`src/rtl/lcd_bus_arbiter_if.sv`:
```
`default_nettype none
// ============================================================================
// Module      : lcd_bus_arbiter_if
// Description : Requester-side handshake bundle for the LCD bus arbiter.
//               Each of the two requesters presents a request bit, an RS
//               value and a data byte. The arbiter answers with a one-hot
//               grant for the whole transaction and a one-cycle ack.
//   req        [1:0]  per-requester request, held until the matching ack
//   req_rs     [1:0]  per-requester register select (0 cmd, 1 data)
//   req_data0  [7:0]  requester 0 byte
//   req_data1  [7:0]  requester 1 byte
//   ack        [1:0]  one-cycle completion pulse per requester
//   grant      [1:0]  one-hot, high for the whole served transaction
// Revision    : 1.0  initial release
// ============================================================================
interface lcd_bus_arbiter_if;
  logic [1:0] req;
  logic [1:0] req_rs;
  logic [7:0] req_data0;
  logic [7:0] req_data1;
  logic [1:0] ack;
  logic [1:0] grant;

  // Requester side drives requests and consumes grant/ack.
  modport master (
    output req, req_rs, req_data0, req_data1,
    input  ack, grant
  );

  // Arbiter side consumes requests and drives grant/ack.
  modport slave (
    input  req, req_rs, req_data0, req_data1,
    output ack, grant
  );
endinterface
`default_nettype wire

```
`src/rtl/lcd_bus_arbiter.sv`:
```
`default_nettype none
// ============================================================================
// Module      : lcd_bus_arbiter
// Description : Character-LCD bus owner. After reset it waits INIT_DELAY
//               cycles, issues the four-command init sequence (0x38, 0x0F,
//               0x06, 0x01), then serves two requesters round-robin. Every
//               command is a timed transaction with a setup cycle, an enable
//               pulse and two hold cycles. All outputs are registered.
//   clk        in   system clock, rising edge
//   rst        in   asynchronous active-low reset
//   bus        --   requester handshake (slave modport)
//   init_done  out  high once the init sequence has completed
//   LCD_E      out  enable strobe
//   LCD_RS     out  register select
//   LCD_RW     out  read/write select, tied to write
//   LCD_DATA   out  data bus
// Revision    : 1.0  initial release
// ============================================================================
module lcd_bus_arbiter #(
  parameter int INIT_DELAY   = 70,
  parameter int CMD_CYCLES   = 30,
  parameter int CLEAR_CYCLES = 100
) (
  input  logic              clk,
  input  logic              rst,
  lcd_bus_arbiter_if.slave  bus,
  output logic              init_done,
  output logic              LCD_E,
  output logic              LCD_RS,
  output logic              LCD_RW,
  output logic [7:0]        LCD_DATA
);

  typedef enum logic [1:0] {
    S_DELAY = 2'd0,
    S_INIT  = 2'd1,
    S_IDLE  = 2'd2,
    S_XFER  = 2'd3
  } state_t;

  // Terminal counts (length - 1) in the counter's own width.
  localparam logic [7:0] DELAY_LAST = 8'(INIT_DELAY - 1);
  localparam logic [7:0] CMD_LAST   = 8'(CMD_CYCLES - 1);
  localparam logic [7:0] CLEAR_LAST = 8'(CLEAR_CYCLES - 1);

  function automatic logic [7:0] init_cmd(input logic [1:0] idx);
    case (idx)
      2'd0:    init_cmd = 8'h38;   // 8-bit bus, 2 lines, 5x8 font
      2'd1:    init_cmd = 8'h0F;   // display on, cursor on, blink on
      2'd2:    init_cmd = 8'h06;   // entry mode: increment, no shift
      default: init_cmd = 8'h01;   // clear display
    endcase
  endfunction

  state_t     state, state_nx;
  logic [7:0] cnt, cnt_nx;
  logic [1:0] step, step_nx;
  logic       last, last_nx;       // index of the requester served last
  logic       winner, winner_nx;   // index of the requester being served
  logic       init_done_nx;
  logic [1:0] ack_nx, grant_nx;
  logic       e_nx, rs_nx;
  logic [7:0] data_nx;
  logic       pick;
  logic [7:0] init_last;
  logic [7:0] len_last_nx;
  logic       active_nx;

  assign LCD_RW = 1'b0;

  // Requester 1 wins when it is alone, or on a tie when requester 0 was
  // served last; otherwise requester 0 wins.
  assign pick      = bus.req[1] & (~bus.req[0] | ~last);
  assign init_last = (step == 2'd3) ? CLEAR_LAST : CMD_LAST;

  always_ff @(posedge clk or negedge rst) begin
    if (!rst) begin
      state     <= S_DELAY;
      cnt       <= '0;
      step      <= '0;
      last      <= 1'b1;
      winner    <= 1'b0;
      init_done <= 1'b0;
      bus.ack   <= '0;
      bus.grant <= '0;
      LCD_E     <= 1'b0;
      LCD_RS    <= 1'b0;
      LCD_DATA  <= 8'h00;
    end else begin
      state     <= state_nx;
      cnt       <= cnt_nx;
      step      <= step_nx;
      last      <= last_nx;
      winner    <= winner_nx;
      init_done <= init_done_nx;
      bus.ack   <= ack_nx;
      bus.grant <= grant_nx;
      LCD_E     <= e_nx;
      LCD_RS    <= rs_nx;
      LCD_DATA  <= data_nx;
    end
  end

  // Next-state logic plus the next values of every registered output. The
  // outputs are derived from the *next* state/counter so that, once
  // registered, they line up with the cnt value of the cycle they appear in.
  always_comb begin
    state_nx     = state;
    cnt_nx       = cnt;
    step_nx      = step;
    last_nx      = last;
    winner_nx    = winner;
    init_done_nx = init_done;
    ack_nx       = 2'b00;
    grant_nx     = 2'b00;
    e_nx         = 1'b0;
    rs_nx        = 1'b0;
    data_nx      = LCD_DATA;
    len_last_nx  = CMD_LAST;
    active_nx    = 1'b0;

    case (state)
      S_DELAY: begin
        if (cnt == DELAY_LAST) begin
          state_nx = S_INIT;
          cnt_nx   = '0;
          step_nx  = '0;
        end else begin
          cnt_nx = cnt + 8'd1;
        end
      end
      S_INIT: begin
        if (cnt == init_last) begin
          cnt_nx = '0;
          if (step == 2'd3) begin
            state_nx     = S_IDLE;
            init_done_nx = 1'b1;
          end else begin
            step_nx = step + 2'd1;
          end
        end else begin
          cnt_nx = cnt + 8'd1;
        end
      end
      S_IDLE: begin
        if (bus.req != 2'b00) begin
          state_nx  = S_XFER;
          cnt_nx    = '0;
          winner_nx = pick;
          last_nx   = pick;
        end
      end
      S_XFER: begin
        if (cnt == CMD_LAST) begin
          state_nx = S_IDLE;
          cnt_nx   = '0;
        end else begin
          cnt_nx = cnt + 8'd1;
        end
      end
      default: begin
        state_nx = S_DELAY;
        cnt_nx   = '0;
      end
    endcase

    active_nx = (state_nx == S_INIT) || (state_nx == S_XFER);
    if ((state_nx == S_INIT) && (step_nx == 2'd3)) begin
      len_last_nx = CLEAR_LAST;
    end

    // Enable: low on the setup cycle and the two hold cycles at the end.
    e_nx = active_nx && (cnt_nx != 8'd0) && (cnt_nx < (len_last_nx - 8'd1));

    if (state_nx == S_XFER) begin
      grant_nx = winner_nx ? 2'b10 : 2'b01;
      if (cnt_nx == CMD_LAST) begin
        ack_nx[winner_nx] = 1'b1;
      end
    end

    // Bus values are captured from the requester once, on entry, so a
    // requester that withdraws or changes its inputs mid-transaction cannot
    // disturb the LCD pins.
    if ((state == S_IDLE) && (state_nx == S_XFER)) begin
      rs_nx   = bus.req_rs[pick];
      data_nx = pick ? bus.req_data1 : bus.req_data0;
    end else if (state_nx == S_XFER) begin
      rs_nx   = LCD_RS;
      data_nx = LCD_DATA;
    end else if (state_nx == S_INIT) begin
      rs_nx   = 1'b0;
      data_nx = init_cmd(step_nx);
    end
  end

endmodule
`default_nettype wire
```
`src/flat_wrapper.sv`:
```
// flat-port wrapper written by rule: the top's interface ports become plain ports
module lcd_bus_arbiter_flat 
#(
  parameter int INIT_DELAY   = 70,
  parameter int CMD_CYCLES   = 30,
  parameter int CLEAR_CYCLES = 100
)
  (clk, rst, init_done, LCD_E, LCD_RS, LCD_RW, LCD_DATA, bus_req, bus_req_rs, bus_req_data0, bus_req_data1, bus_ack, bus_grant);
  lcd_bus_arbiter_if bus_i ();
  input  logic clk;
  input  logic rst;
  output logic init_done;
  output logic LCD_E;
  output logic LCD_RS;
  output logic LCD_RW;
  output logic [7:0] LCD_DATA;
  input wire logic [$bits(bus_i.req)-1:0] bus_req;
  input wire logic [$bits(bus_i.req_rs)-1:0] bus_req_rs;
  input wire logic [$bits(bus_i.req_data0)-1:0] bus_req_data0;
  input wire logic [$bits(bus_i.req_data1)-1:0] bus_req_data1;
  output wire logic [$bits(bus_i.ack)-1:0] bus_ack;
  output wire logic [$bits(bus_i.grant)-1:0] bus_grant;
  assign bus_i.req = bus_req;
  assign bus_i.req_rs = bus_req_rs;
  assign bus_i.req_data0 = bus_req_data0;
  assign bus_i.req_data1 = bus_req_data1;
  assign bus_ack = bus_i.ack;
  assign bus_grant = bus_i.grant;
  lcd_bus_arbiter #(.INIT_DELAY(INIT_DELAY), .CMD_CYCLES(CMD_CYCLES), .CLEAR_CYCLES(CLEAR_CYCLES)) u_core (.clk(clk), .rst(rst), .bus(bus_i), .init_done(init_done), .LCD_E(LCD_E), .LCD_RS(LCD_RS), .LCD_RW(LCD_RW), .LCD_DATA(LCD_DATA));
endmodule
```
`config.mk`:
```
export PLATFORM = sky130hd
export DESIGN_NAME = lcd_bus_arbiter_flat
export DESIGN_NICKNAME = d
export VERILOG_FILES = /design/src/rtl/lcd_bus_arbiter_if.sv /design/src/rtl/lcd_bus_arbiter.sv /design/src/flat_wrapper.sv
export SDC_FILE = /design/constraint.sdc
export NUM_CORES = 1
export LEC_CHECK = 0
export CORE_ASPECT_RATIO = 1.4
export CORE_MARGIN = 1.5
export CORE_UTILIZATION = 52
export DETAILED_ROUTE_END_ITERATION = 8
export PLACE_DENSITY = 0.8
export SETUP_SLACK_MARGIN = 0.4
export SLEW_MARGIN = 30
export SYNTH_ARGS = -nofsm -noshare
export SYNTH_HDL_FRONTEND = slang
export SYNTH_SLANG_ARGS = --single-unit
```
`constraint.sdc`:
```
create_clock -name clk -period 4.6 [get_ports clk]
set_input_delay 0.92 -clock clk [delete_from_list [all_inputs] [get_ports clk]]
set_output_delay 0.92 -clock clk [all_outputs]
set_load 0.02 [all_outputs]
```
# After elaboration in Yosys (flattened, before gate mapping)
# Cells that the tools add are included.
[totals]
reg_bits = 29
latch_bits = 0
mem_bits_rw = 0
mem_bits_ro = 0
in_bits = 22
output_inout_bits = 16
wordCells = 84
mem_count = 0
[op_classes]
n_addsub = 3
n_mul = 0
div = 0
n_lt_le_gt_ge = 4
eq_ne = 14
shift = 0
mux = 34
bitwise = 4
n_reduce_logical = 14
[op_table]
columns = ["cell", "n"]
rows = [
  ["$mux 8", 8],
  ["$pmux 8 s4", 1],
  ["$mux 2", 12],
  ["$pmux 6 s3", 1],
  ["$eq 8x5->1 const B", 2],
  ["$mux 7", 2],
  ["$eq 2x2->1 const B", 6],
  ["$add 8x1->8 const B", 1],
  ["$eq 8x7->1 const B", 1],
  ["$eq 8x8->1", 1],
  ["$lt 8x8->1", 1],
  ["$pmux 2 s4", 1],
  ["$reduce_bool 8->1", 1],
  ["$sub 7x1->8 const B", 1],
  ["$mux 1", 7],
  ["$eq 2x1->1 const B", 3],
  ["$logic_and 1x1->1", 5],
  ["$logic_not 2->1", 2],
  ["$lt 1x2->1 const B", 2],
  ["$pmux 2 s2", 1],
  ["$reduce_and 2->1", 2],
  ["$reduce_bool 2->1", 2],
  ["$reduce_and 3->1", 1],
  ["$add 2x1->2 const B", 1],
  ["7 further kinds", 8],
]

# Depth between registers and ports, before layout
# Gate-level depths: netlist of the first run.
[depth]
word_depth = 11
ltp_mapped = 16

# Worst setup path before layout of the first run
# Ideal clock, no wire load.
[synth_timing]
path_kind = "register to register"
start = "reg u_core.cnt[1]"
end = "reg u_core.LCD_E"
t_arrival_ns = 3.183
t_required_ns = 4.533
setup_slack_ns = 1.350
stages_incl_launch_ff = 17
n_path_buf = 0
synth_period_minus_slack_ns = 3.250
cell_sequence = "dfrtp_1 -> inv_1 -> ha_1 -> nor3b_1 -> nand4_1 -> a21oi_1 -> o21bai_1 -> inv_1 -> ha_1 -> nand2_1 -> inv_1 -> ha_1 -> a21o_1 -> a21oi_1 -> o21ai_0 -> a2111oi_1 -> o41a_1"
[synth_between]
elab_chain_cells = 9
elab_cells_between_ends = 27
classes_between = "add/sub: 2; order compare: 1; eq/ne: 6; mux: 13; reduce/logical: 5"
[synth_lines]
columns = ["item", "line_no", "text"]
rows = [
  ["start: declaration", "lcd_bus_arbiter.sv:56", "logic [7:0] cnt, cnt_nx;"],
  ["start signal: assignment", "lcd_bus_arbiter.sv:91", "cnt <= cnt_nx;"],
  ["$eq 8x8->1 / $eq 8x7->1 (equally long branches)", "lcd_bus_arbiter.sv:133, lcd_bus_arbiter.sv:124", ""],
  ["$mux 2 (on tied branches)", "lcd_bus_arbiter.sv:133, lcd_bus_arbiter.sv:124", ""],
  ["$pmux 2 s2 (*)", "lcd_bus_arbiter.sv:122", "case (state)"],
  ["via u_core.step_nx[0]", "lcd_bus_arbiter.sv:57", "logic [1:0] step, step_nx;"],
  ["$eq 2x2->1 (*)", "lcd_bus_arbiter.sv:168", "if ((state_nx == S_INIT) && (step_nx == 2'd3)) begin"],
  ["$logic_and 1x1->1 (*)", "lcd_bus_arbiter.sv:168", ""],
  ["$mux 7 (*)", "lcd_bus_arbiter.sv:168", ""],
  ["$sub 7x1->8 (*)", "lcd_bus_arbiter.sv:173", "e_nx = active_nx && (cnt_nx != 8'd0) && (cnt_nx < (len_last_nx - 8'd1));"],
  ["$lt 8x8->1 (*)", "lcd_bus_arbiter.sv:173", ""],
  ["$logic_and 1x1->1 (*)", "lcd_bus_arbiter.sv:173", ""],
  ["via u_core.e_nx", "lcd_bus_arbiter.sv:62", "logic e_nx, rs_nx;"],
  ["end signal: assignment", "lcd_bus_arbiter.sv:98", "LCD_E <= e_nx;"],
  ["end: declaration", "lcd_bus_arbiter.sv:28", "output logic LCD_E,"],
]
# Mark *: on every way through the listed nets, which the timed path passes. The rest lies on a longest branch.
# A chain may end at the register's enable or synchronous reset.

# Final worst setup path of the first run
# Ends and elaborated chain as after synthesis.

==> flow_metrics.py, run 1 <==
metrics = {
    "clocking": {
        "cts_max_level": 2,
        "cts_resized": 0,
        "cts_setup_buffers": 0,
        "root_buffer": "clkbuf_8",
        "holdBufCountCts": 0,
        "clock_latency_ps": 290,
        "cts_tree": "built",
        "clockBufferDepth": 2,
        "cts_num_sinks": 29,
        "cts_buffers": 5,
        "cts.clk_slew.worst_paths_ps": 60,
    },
    "routing": {
        "ant_nets": 0,
        "routed_wl_mm": 4.95,
        "routedWlPerCell_um": 17.1,
        "dr.first_iter.drc_count": 48,
        "drc": 0,
        "drt_pass1_iterations": 4,
        "vias": 1779,
        "vias_per_cell": 6.13,
    },
    "worst_setup_path": {
        "cp-start-kind": "register",
        "critPathRequiredTime_ps": 4820,
        "cp_slowest_cell": "dfrtp_1",
        "critPathKind": "register to register",
        "crit_path_end_kind": "register",
        "cp_cell_sequence": "inv_1, ha_1, nor3b_1, nand4_1, a22oi_1, inv_1, ha_1, nand2_1, inv_1, ha_1, a21o_1, a21oi_1, o21ai_0, a2111oi_1, o41a_1",
        "worstPathMaxFanout": 8,
        "arrival_ps": 3990,
        "max_stage_delay_ps": 460,
    },
    "placement": {
        "place.gp.congestion": 0.934,
        "pre_cts_slack_ps": 876,
        "placed_cell_area_um2": 2320,
        "portBuffers": 36,
        "dp_hpwl_mm": 3.75,
    },
    "global_routing": {
        "grt_pass1_wl_mm": 8.06,
        "use_met3": 0.0516,
        "use_met2": 0.506,
        "grt_overflow": 0,
        "grtUsageMet1": 0.307,
        "track_usage": 0.279,
        "grt_max_degree": 30,
        "grt_pass1_vias": 1789,
        "grt.busiest_layer": "met2",
        "antenna_found_initial": 0,
    },
    "floorplan": {
        "dieWidth_um": 54.3,
        "die_area_um2": 4070,
        "row_count": 25,
        "die_y_um": 74.9,
        "core_um2": 3440,
        "start_util": 0.558,
        "ios": 38,
    },
    "sta": {
        "setup_tns_ps": 0,
        "fin_crit_sh": 0.818,
        "tightest_slew_ps": 665,
        "min_period_ps": 3760,
        "fin_skew_ps": 7.71,
        "hold_viol": 0,
        "slew_headroom": 0.553,
        "finalSetupViolations": 0,
        "max_freq_mhz": 266,
        "setup_slack_ps": 837,
        "slew_violations": 0,
        "grt_setup_unrepaired": "false",
    },
    "power_and_ir_drop": {
        "cellPowerDensity_nw_per_um2": 206,
        "leakage_nw": 1.08,
        "worst_ir_drop_vdd_mv": 0.222,
        "p_total_uw": 496,
    },
    "final_layout": {
        "ff_latch_area_um2": 727,
        "multi_input_area_um2": 1110,
        "diodes": 0,
        "nets": 283,
        "fin_util": 0.699,
        "final_area_um2": 2400,
        "layout_commonest_cell": "clkdlybuf4s50_1",
        "area_growth_pct": 25.3,
        "drive_gt1_frac": 0.0880,
        "final_cell_mix": "clkdlybuf4s50_1 (36), dfrtp_1 (28), nand2_1 (22)",
        "fillers": 282,
    },
    "synth": {
        "async_flop_share": 1.00,
        "ys.flop_type": "dfrtp_1",
        "netlist.area_leader.share": 0.365,
        "synth_area_um2": 1920,
        "synth_largest_area_cell": "dfrtp_1",
        "avgSynthCellArea_um2": 9.10,
        "synth_warnings": 0,
        "ys_types": 56,
        "yosysSeqAreaShare": 0.379,
        "synth-edff-count": 0,
        "syn_inst": 211,
        "syn-num-nets": 245,
        "synthTopCellsByArea": "dfrtp_1 (37%), ha_1 (7.8%), nand2_1 (4.3%), a31oi_1 (3.6%), nor2b_1 (2.9%)",
        "synth-seq-cells": 29,
    },
    "run": {
        "maxCapViolCount": 0,
    },
    "min_path": {
        "hold_class": "register to register",
    },
    "run_status": {
        "outcome": "complete, no violations",
    },
}
[report_power, final]
part / total (mW) / switching (mW) / internal, mW
registers: 0.255 / 0 / 0.255
clock network: 0.210 / 0.106 / 0.104
logic: 0.0317 / 0.0120 / 0.0197
[area by class of cell]
cell class,instances,area share
tap,40,0.0208
timing repair buffer,40,0.162
inverter,11,0.0172
clock inverter,3,0.00728
multi-input combinational,162,0.461
clock buffer,5,0.0286
sequential,29,0.302
[sequential cells by signal, indices dropped and copies added, names as in the netlist]
name,count
u_core.LCD_DATA,8
u_core.cnt,8
u_core.last,1
u_core.state,2
u_core.init_done,1
u_core.step,2
u_core.bus.ack,2
u_core.LCD_E,1
u_core.bus.grant,2
u_core.LCD_RS,1
u_core.winner,1
[worst paths after layout]
path                       slack [ps]        startpoint  cells past startpoint                 end
min reg2reg                       490  u_core.init_done                      1    u_core.init_done
max                               840     u_core.cnt[1]                     15        u_core.LCD_E
min in group asynchronous        1010               rst                      2  u_core.LCD_DATA[7]
min                               490  u_core.init_done                      1    u_core.init_done
max reg2reg                       840     u_core.cnt[1]                     15        u_core.LCD_E
max in group asynchronous        3280               rst                      2         u_core.last
[synth_stat cells (all sizes together), types with 3 or more instances]
library cell  instances
mux2i                 5
o21ai                 8
nand2                22
a211oi                7
ha                   12
nor2b                 9
inv                  11
o211ai                3
a21oi                 5
nand2b                5
nand4                 4
a21boi                3
o22ai                 3
nor2                  9
nor4                  3
nand3                 8
dfrtp                28
a31oi                11
and2                  4
clkbuf                5
buf                   4
or3                   4
[per-stage QoR]
step	std cells	hold slack (ps)
after CTS	290	490
after detailed placement	282	470
after global routing	290	528
after global placement	282	469
final	290	491
after floorplan	211	503
[routing by layer]
| metal | share of wire | routed length (µm) |
|---|---|---|
| met5 | 0 | 0 |
| met4 | 0.025 | 125 |
| met3 | 0.039 | 193 |
| met2 | 0.53 | 2630 |
| met1 | 0.40 | 2000 |
[cells by family (layout without fill, tap and decap cells)]
kind of cell               after synthesis  in the layout  synth area share
other                                    1              1           0.00195
muxes                                    5              5            0.0261
DFF                                     29             29             0.379
buffers and inverters                   20             59            0.0430
AOI/OAI and AO/OA                       57             57             0.214
and+or+nand+nor                         84             84             0.244
adders and majority gates               12             12            0.0782
xor gates and xnor gates                 3              3            0.0137
[critical path, delay by kind of cell (launching register included)]
family	cells	cell delay, ps
DFF	1	460
adders and majority gates	3	540
and+or+nand+nor	3	960
AOI/OAI and AO/OA	6	1380
buffers and inverters	3	360
(Power assumes the default switching activity.)
==> inputs of run 2 (changes only) <==
==> constraint.sdc (replaced) <==
create_clock -name clk -period 3.95 [get_ports clk]
set_input_delay 0.79 -clock clk [delete_from_list [all_inputs] [get_ports clk]]
set_output_delay 0.79 -clock clk [all_outputs]
set_load 0.02 [all_outputs]
==> run 2 against run 1 <==
Compared with the run above:
- routed wire length up 1.5%
- critical endpoint unchanged
- register-to-register slack got worse by 230 ps
- largest cell class unchanged
- global-route usage down 0.39 points
- die area unchanged
- core utilization grew 2.5 points
- highest routed layer unchanged
==> flow_metrics.py, run 2 (synthesis gave the netlist of run 1 again) <==
metrics = {
    "power_and_ir_drop": {
        "cellPowerDensity_nw_per_um2": 242,
        "clockPowerShare": 0.446,
        "p_int_uw": 477,
        "sequentialPowerShare": 0.492,
        "pwr-share-comb": 0.061,
        "swShare": 0.209,
        "worst_ir_drop_vdd_mv": 0.292,
        "switching_power_uw": 126,
        "leakage_nw": 1.12,
    },
    "worst_setup_path": {
        "arrival_ps": 3560,
        "r2r_setup_slack_ps": 610,
        "ff2ff_path_depth": 15,
        "cp-start-kind": "register",
        "crit_end": "u_core.LCD_E",
        "crit_start": "u_core.cnt[6]",
        "worstPathMaxFanout": 9,
        "reg2reg_to": "u_core.LCD_E",
        "critPathRequiredTime_ps": 4170,
        "critPathKind": "register to register",
        "crit_path_end_kind": "register",
        "r2r-start": "u_core.cnt[6]",
    },
    "routing": {
        "drt_pass1_iterations": 4,
        "dr.first_iter.drc_count": 83,
        "vias": 1862,
        "routedWlPerCell_um": 17.0,
        "drc": 0,
        "vias_per_cell": 6.31,
        "routed_wl_mm": 5.02,
        "ant_nets": 0,
    },
    "sta": {
        "tightest_slew_ps": 609,
        "hold_viol": 0,
        "finalSetupViolations": 0,
        "fin_crit_sh": 0.846,
        "slew_violations": 0,
        "grt_setup_unrepaired": "false",
        "setup_tns_ps": 0,
        "slew_headroom": 0.589,
        "min_period_ps": 3340,
        "max_freq_mhz": 299,
        "setup_slack_ps": 607,
        "fin_skew_ps": 7.27,
    },
    "global_routing": {
        "use_met3": 0.0536,
        "grt_overflow": 0,
        "antenna_found_initial": 0,
        "grt_max_degree": 30,
        "grt.busiest_layer": "met2",
        "track_usage": 0.275,
        "grt_pass1_wl_mm": 8.05,
        "grtUsageMet1": 0.316,
        "use_met2": 0.475,
        "grt_pass1_vias": 1786,
    },
    "clocking": {
        "cts.clk_slew.worst_paths_ps": 60,
        "cts_max_level": 2,
        "root_buffer": "clkbuf_8",
        "clock_latency_ps": 280,
        "cts_buffers": 5,
        "cts_num_sinks": 29,
        "clockBufferDepth": 2,
        "cts_tree": "built",
    },
    "floorplan": {
        "core_um2": 3440,
        "ios": 38,
        "start_util": 0.558,
        "dieWidth_um": 54.3,
        "row_count": 25,
        "die_y_um": 74.9,
        "die_area_um2": 4070,
    },
    "final_layout": {
        "area_growth_pct": 29.9,
        "diodes": 0,
        "layout_commonest_cell": "clkdlybuf4s50_1",
        "final_cell_mix": "clkdlybuf4s50_1 (36), dfrtp_1 (25), nand2_1 (22)",
        "drive_gt1_frac": 0.145,
        "top_regs": "u_core.LCD_DATA: 8 flops, u_core.cnt: 8 flops",
        "nets": 288,
    },
    "placement": {
        "pre_cts_slack_ps": 273,
        "place.gp.congestion": 0.934,
        "dp_hpwl_mm": 3.71,
        "portBuffers": 36,
    },
    "run_status": {
        "outcome": "complete, no violations",
    },
    "run": {
        "maxCapViolCount": 0,
    },
    "min_path": {
        "hold_class": "register to register",
    },
}
[run 2: changes by cell type in the layout (fill, tap and decap cells not counted), moves of 2 or more]
cell and delta:
buf_4 +5, clkbuf_8 +2, dfrtp_1 -3, dfrtp_2 +3, nor3b_1 -2, nor3b_2 +2
[run 2: critical path: stages (launching register included)]
cell and delay, ps:
dfrtp_2 460, nand4b_1 230, or4_4 540, a21boi_4 170
nand2_1 90, o21bai_2 190, inv_2 80, ha_1 220
nand2_1 110, inv_1 90, ha_1 180, a21o_1 170
a21oi_1 120, o21ai_0 110, a2111oi_2 340, o41a_1 200
[run 2: final cells by class]
type	instances	area [µm²]
fill	258	948
inverter	11	41.3
clock buffer	7	96.3
tap	40	50.0
multi-input combinational	162	1140
sequential	29	731
clock inverter	1	5.00
timing repair buffer	45	428
[run 2: metal layers]
metal | up-vias | share of wire | wire, µm
li1 | 864 | - | -
met3 | 20 | 0.067 | 336
met1 | 887 | 0.39 | 1980
met5 | - | 0 | 0
met4 | 0 | 0.032 | 159
met2 | 91 | 0.51 | 2550
[run 2: timing repair]
item / 4_1_cts / 5_1_grt
setup buffers: 2 / 1
pin swaps: 1 / 1
gates resized for setup: 1 / 10
hold buffers: 0 / 0
endpoints found under the setup margin: 1 / 1
[run 2: how the worst min path moves through the flow]
stage,start,endpoint,slack [ps],cells past startpoint
finish,u_core.init_done,u_core.init_done,460,1
global route,u_core.init_done,u_core.init_done,490,1
CTS,u_core.init_done,u_core.init_done,470,1
detailed placement,u_core.init_done,u_core.init_done,450,1
global placement,u_core.init_done,u_core.init_done,440,1
floorplan,rst,u_core.LCD_DATA[0],490,0
[run 2: stage by stage]
step                utilization  hold slack [ps]  instances  instance area [µm²]  total power, mW
global route              0.724              490        295                 2490            0.626
floorplan                     -              494        211                 1920            0.311
detailed placement        0.678              454        284                 2330            0.340
global placement          0.678              442        284                 2330            0.340
CTS                       0.713              472        294                 2450            0.608
finish                    0.724              463        295                 2490            0.603
[run 2: power groups by stage]
stage	combinational [mW]	sequential, mW	clock [mW]
2_1_floorplan	0.00866	0.303	0
3_3_place_gp	0.0374	0.303	0
3_5_place_dp	0.0375	0.303	0
4_1_cts	0.0375	0.297	0.274
5_1_grt	0.0412	0.297	0.288
6_report	0.0369	0.297	0.269
==> inputs of run 3 (changes only) <==
==> constraint.sdc (replaced) <==
create_clock -name clk -period 3.4 [get_ports clk]
set_input_delay 0.68 -clock clk [delete_from_list [all_inputs] [get_ports clk]]
set_output_delay 0.68 -clock clk [all_outputs]
set_load 0.02 [all_outputs]
==> run 3 against run 2 <==
Compared with the run above:
- register-to-register slack lost 290 ps
- worst setup slack lost 290 ps
- sequential power is 16% higher
- design area rose by 9.9%
- critical path depth fell by 2
- non-clock buffer count rose by 24
- via count grew 4.9%
- fmax is 8.5% higher
- critical path type unchanged
- critical endpoint unchanged
- highest routed layer unchanged
==> flow_metrics.py, run 3 (synthesis gave the netlist of run 1 again) <==
metrics = {
    "worst_setup_path": {
        "crit_path_end_kind": "register",
        "arrival_ps": 3320,
        "r2r-start": "u_core.cnt[6]",
        "reg2reg_to": "u_core.LCD_E",
        "ff2ff_path_depth": 13,
        "crit_end": "u_core.LCD_E",
        "crit_start": "u_core.cnt[6]",
        "cp-start-kind": "register",
        "r2r_setup_slack_ps": 320,
        "critPathRequiredTime_ps": 3630,
        "worstPathMaxFanout": 8,
        "critPathKind": "register to register",
    },
    "power_and_ir_drop": {
        "p_int_uw": 610,
        "sequentialPowerShare": 0.449,
        "worst_ir_drop_vdd_mv": 0.271,
        "cellPowerDensity_nw_per_um2": 280,
        "clockPowerShare": 0.495,
        "leakage_nw": 1.25,
        "switching_power_uw": 158,
        "swShare": 0.205,
        "pwr-share-comb": 0.056,
        "p_total_uw": 768,
    },
    "run": {
        "maxCapViolCount": 0,
    },
    "final_layout": {
        "finalNonFillerCells": 319,
        "top_regs": "u_core.LCD_DATA: 8 flops, u_core.cnt: 8 flops",
        "ff_latch_area_um2": 728,
        "nets": 312,
        "area_growth_pct": 42.7,
        "fillers": 212,
        "multi_input_area_um2": 1190,
        "layout_commonest_cell": "clkdlybuf4s50_1",
        "drive_gt1_frac": 0.237,
        "diodes": 0,
        "final_cell_mix": "clkdlybuf4s50_1 (36), buf_4 (33), dfrtp_1 (27)",
    },
    "sta": {
        "finalSetupViolations": 0,
        "min_period_ps": 3080,
        "tightest_slew_ps": 661,
        "fin_crit_sh": 0.907,
        "slew_headroom": 0.554,
        "slew_violations": 0,
        "max_freq_mhz": 324,
        "fin_skew_ps": 11.0,
        "setup_slack_ps": 317,
        "setup_tns_ps": 0,
        "grt_setup_unrepaired": "true",
        "hold_viol": 0,
    },
    "global_routing": {
        "grt_pass1_vias": 1919,
        "grt_overflow": 0,
        "grt_max_degree": 30,
        "antenna_found_initial": 0,
        "grt_pass1_wl_mm": 8.94,
        "track_usage": 0.308,
    },
    "floorplan": {
        "row_count": 25,
        "die_area_um2": 4070,
        "start_util": 0.558,
        "core_um2": 3440,
        "dieWidth_um": 54.3,
        "die_y_um": 74.9,
        "ios": 38,
    },
    "routing": {
        "wl_met2_mm": 2.82,
        "ant_nets": 0,
        "drc": 0,
        "routedWlPerCell_um": 17.8,
        "drt_pass1_iterations": 4,
        "vias_per_cell": 6.13,
        "routed_wl_mm": 5.67,
        "vias": 1954,
        "top_layer_used": "met4",
        "wl_met1_mm": 2.22,
        "dr.first_iter.drc_count": 84,
        "met3WireLength_um": 341,
    },
    "clocking": {
        "root_buffer": "clkbuf_8",
        "cts.clk_slew.worst_paths_ps": 70,
        "cts_buffers": 5,
        "cts_max_level": 2,
        "clock_latency_ps": 290,
        "cts_tree": "built",
        "clockBufferDepth": 2,
        "cts_num_sinks": 29,
    },
    "placement": {
        "place_inst": 298,
        "portBuffers": 36,
        "pre_cts_slack_ps": 103,
        "dp_hpwl_mm": 3.87,
        "place.gp.congestion": 0.914,
    },
    "min_path": {
        "hold_class": "register to register",
    },
    "run_status": {
        "outcome": "complete, no violations",
    },
}
==> run 3: worst min-delay path by stage <==
stage | start | cells after the start | end | slack, ps
floorplan | rst | 0 | u_core.LCD_DATA[0] | 380
global placement | u_core.init_done | 1 | u_core.init_done | 440
detailed placement | u_core.init_done | 1 | u_core.init_done | 440
CTS | u_core.init_done | 1 | u_core.init_done | 460
global route | u_core.init_done | 1 | u_core.init_done | 500
finish | u_core.init_done | 1 | u_core.init_done | 460
==> run 3: area by class of cell <==
class / count / share of cell area
repair buffers: 69 / 0.222
flip-flops and latches: 29 / 0.266
clock buffers: 7 / 0.0315
well taps: 40 / 0.0183
inverters: 11 / 0.0151
clock inverters: 1 / 0.0110
multi-input cells: 162 / 0.436
==> run 3: worst max-delay path, stage by stage (launching register included) <==
cell and delay, ps:
dfrtp_1 380, buf_4 160, nor3b_2 170, buf_4 150, and4_1 230, o21ai_1 260, nand3_1 220, o21ai_1 240
o2bb2ai_1 190, ha_1 290, nand3_1 110, nor2_1 70, a2111oi_2 370, o41a_1 210
==> run 3: per-layer routing <==
| layer | vias up | global-route usage |
|---|---|---|
| li1 | 915 | - |
| met1 | 920 | 0.365 |
| met2 | 96 | 0.503 |
| met3 | 23 | 0.0615 |
| met4 | 0 | 0.183 |
| met5 | - | 0 |
==> run 3: power groups by stage <==
stage               logic [mW]  registers (mW)  clock network (mW)
floorplan               0.0101           0.352                   0
global placement        0.0425           0.351                   0
detailed placement      0.0435           0.351                   0
CTS                     0.0435           0.345               0.380
global route            0.0473           0.345               0.399
finish                  0.0431           0.345               0.380
==> run 3: metrics by stage <==
stage | utilization | cell area [µm²] | hold slack [ps]
finish | 0.796 | 2740 | 459
detailed placement | 0.717 | 2470 | 444
floorplan | - | 1950 | 384
global route | 0.796 | 2740 | 499
CTS | 0.783 | 2690 | 464
global placement | 0.717 | 2470 | 441
==> run 3: timing repair <==
action,4_1_cts,5_1_grt
hold buffers,0,0
pin swaps,5,3
setup buffers,10,3
gates resized for setup,11,5
hold endpoints to repair,0,0
setup endpoints to repair,1,6
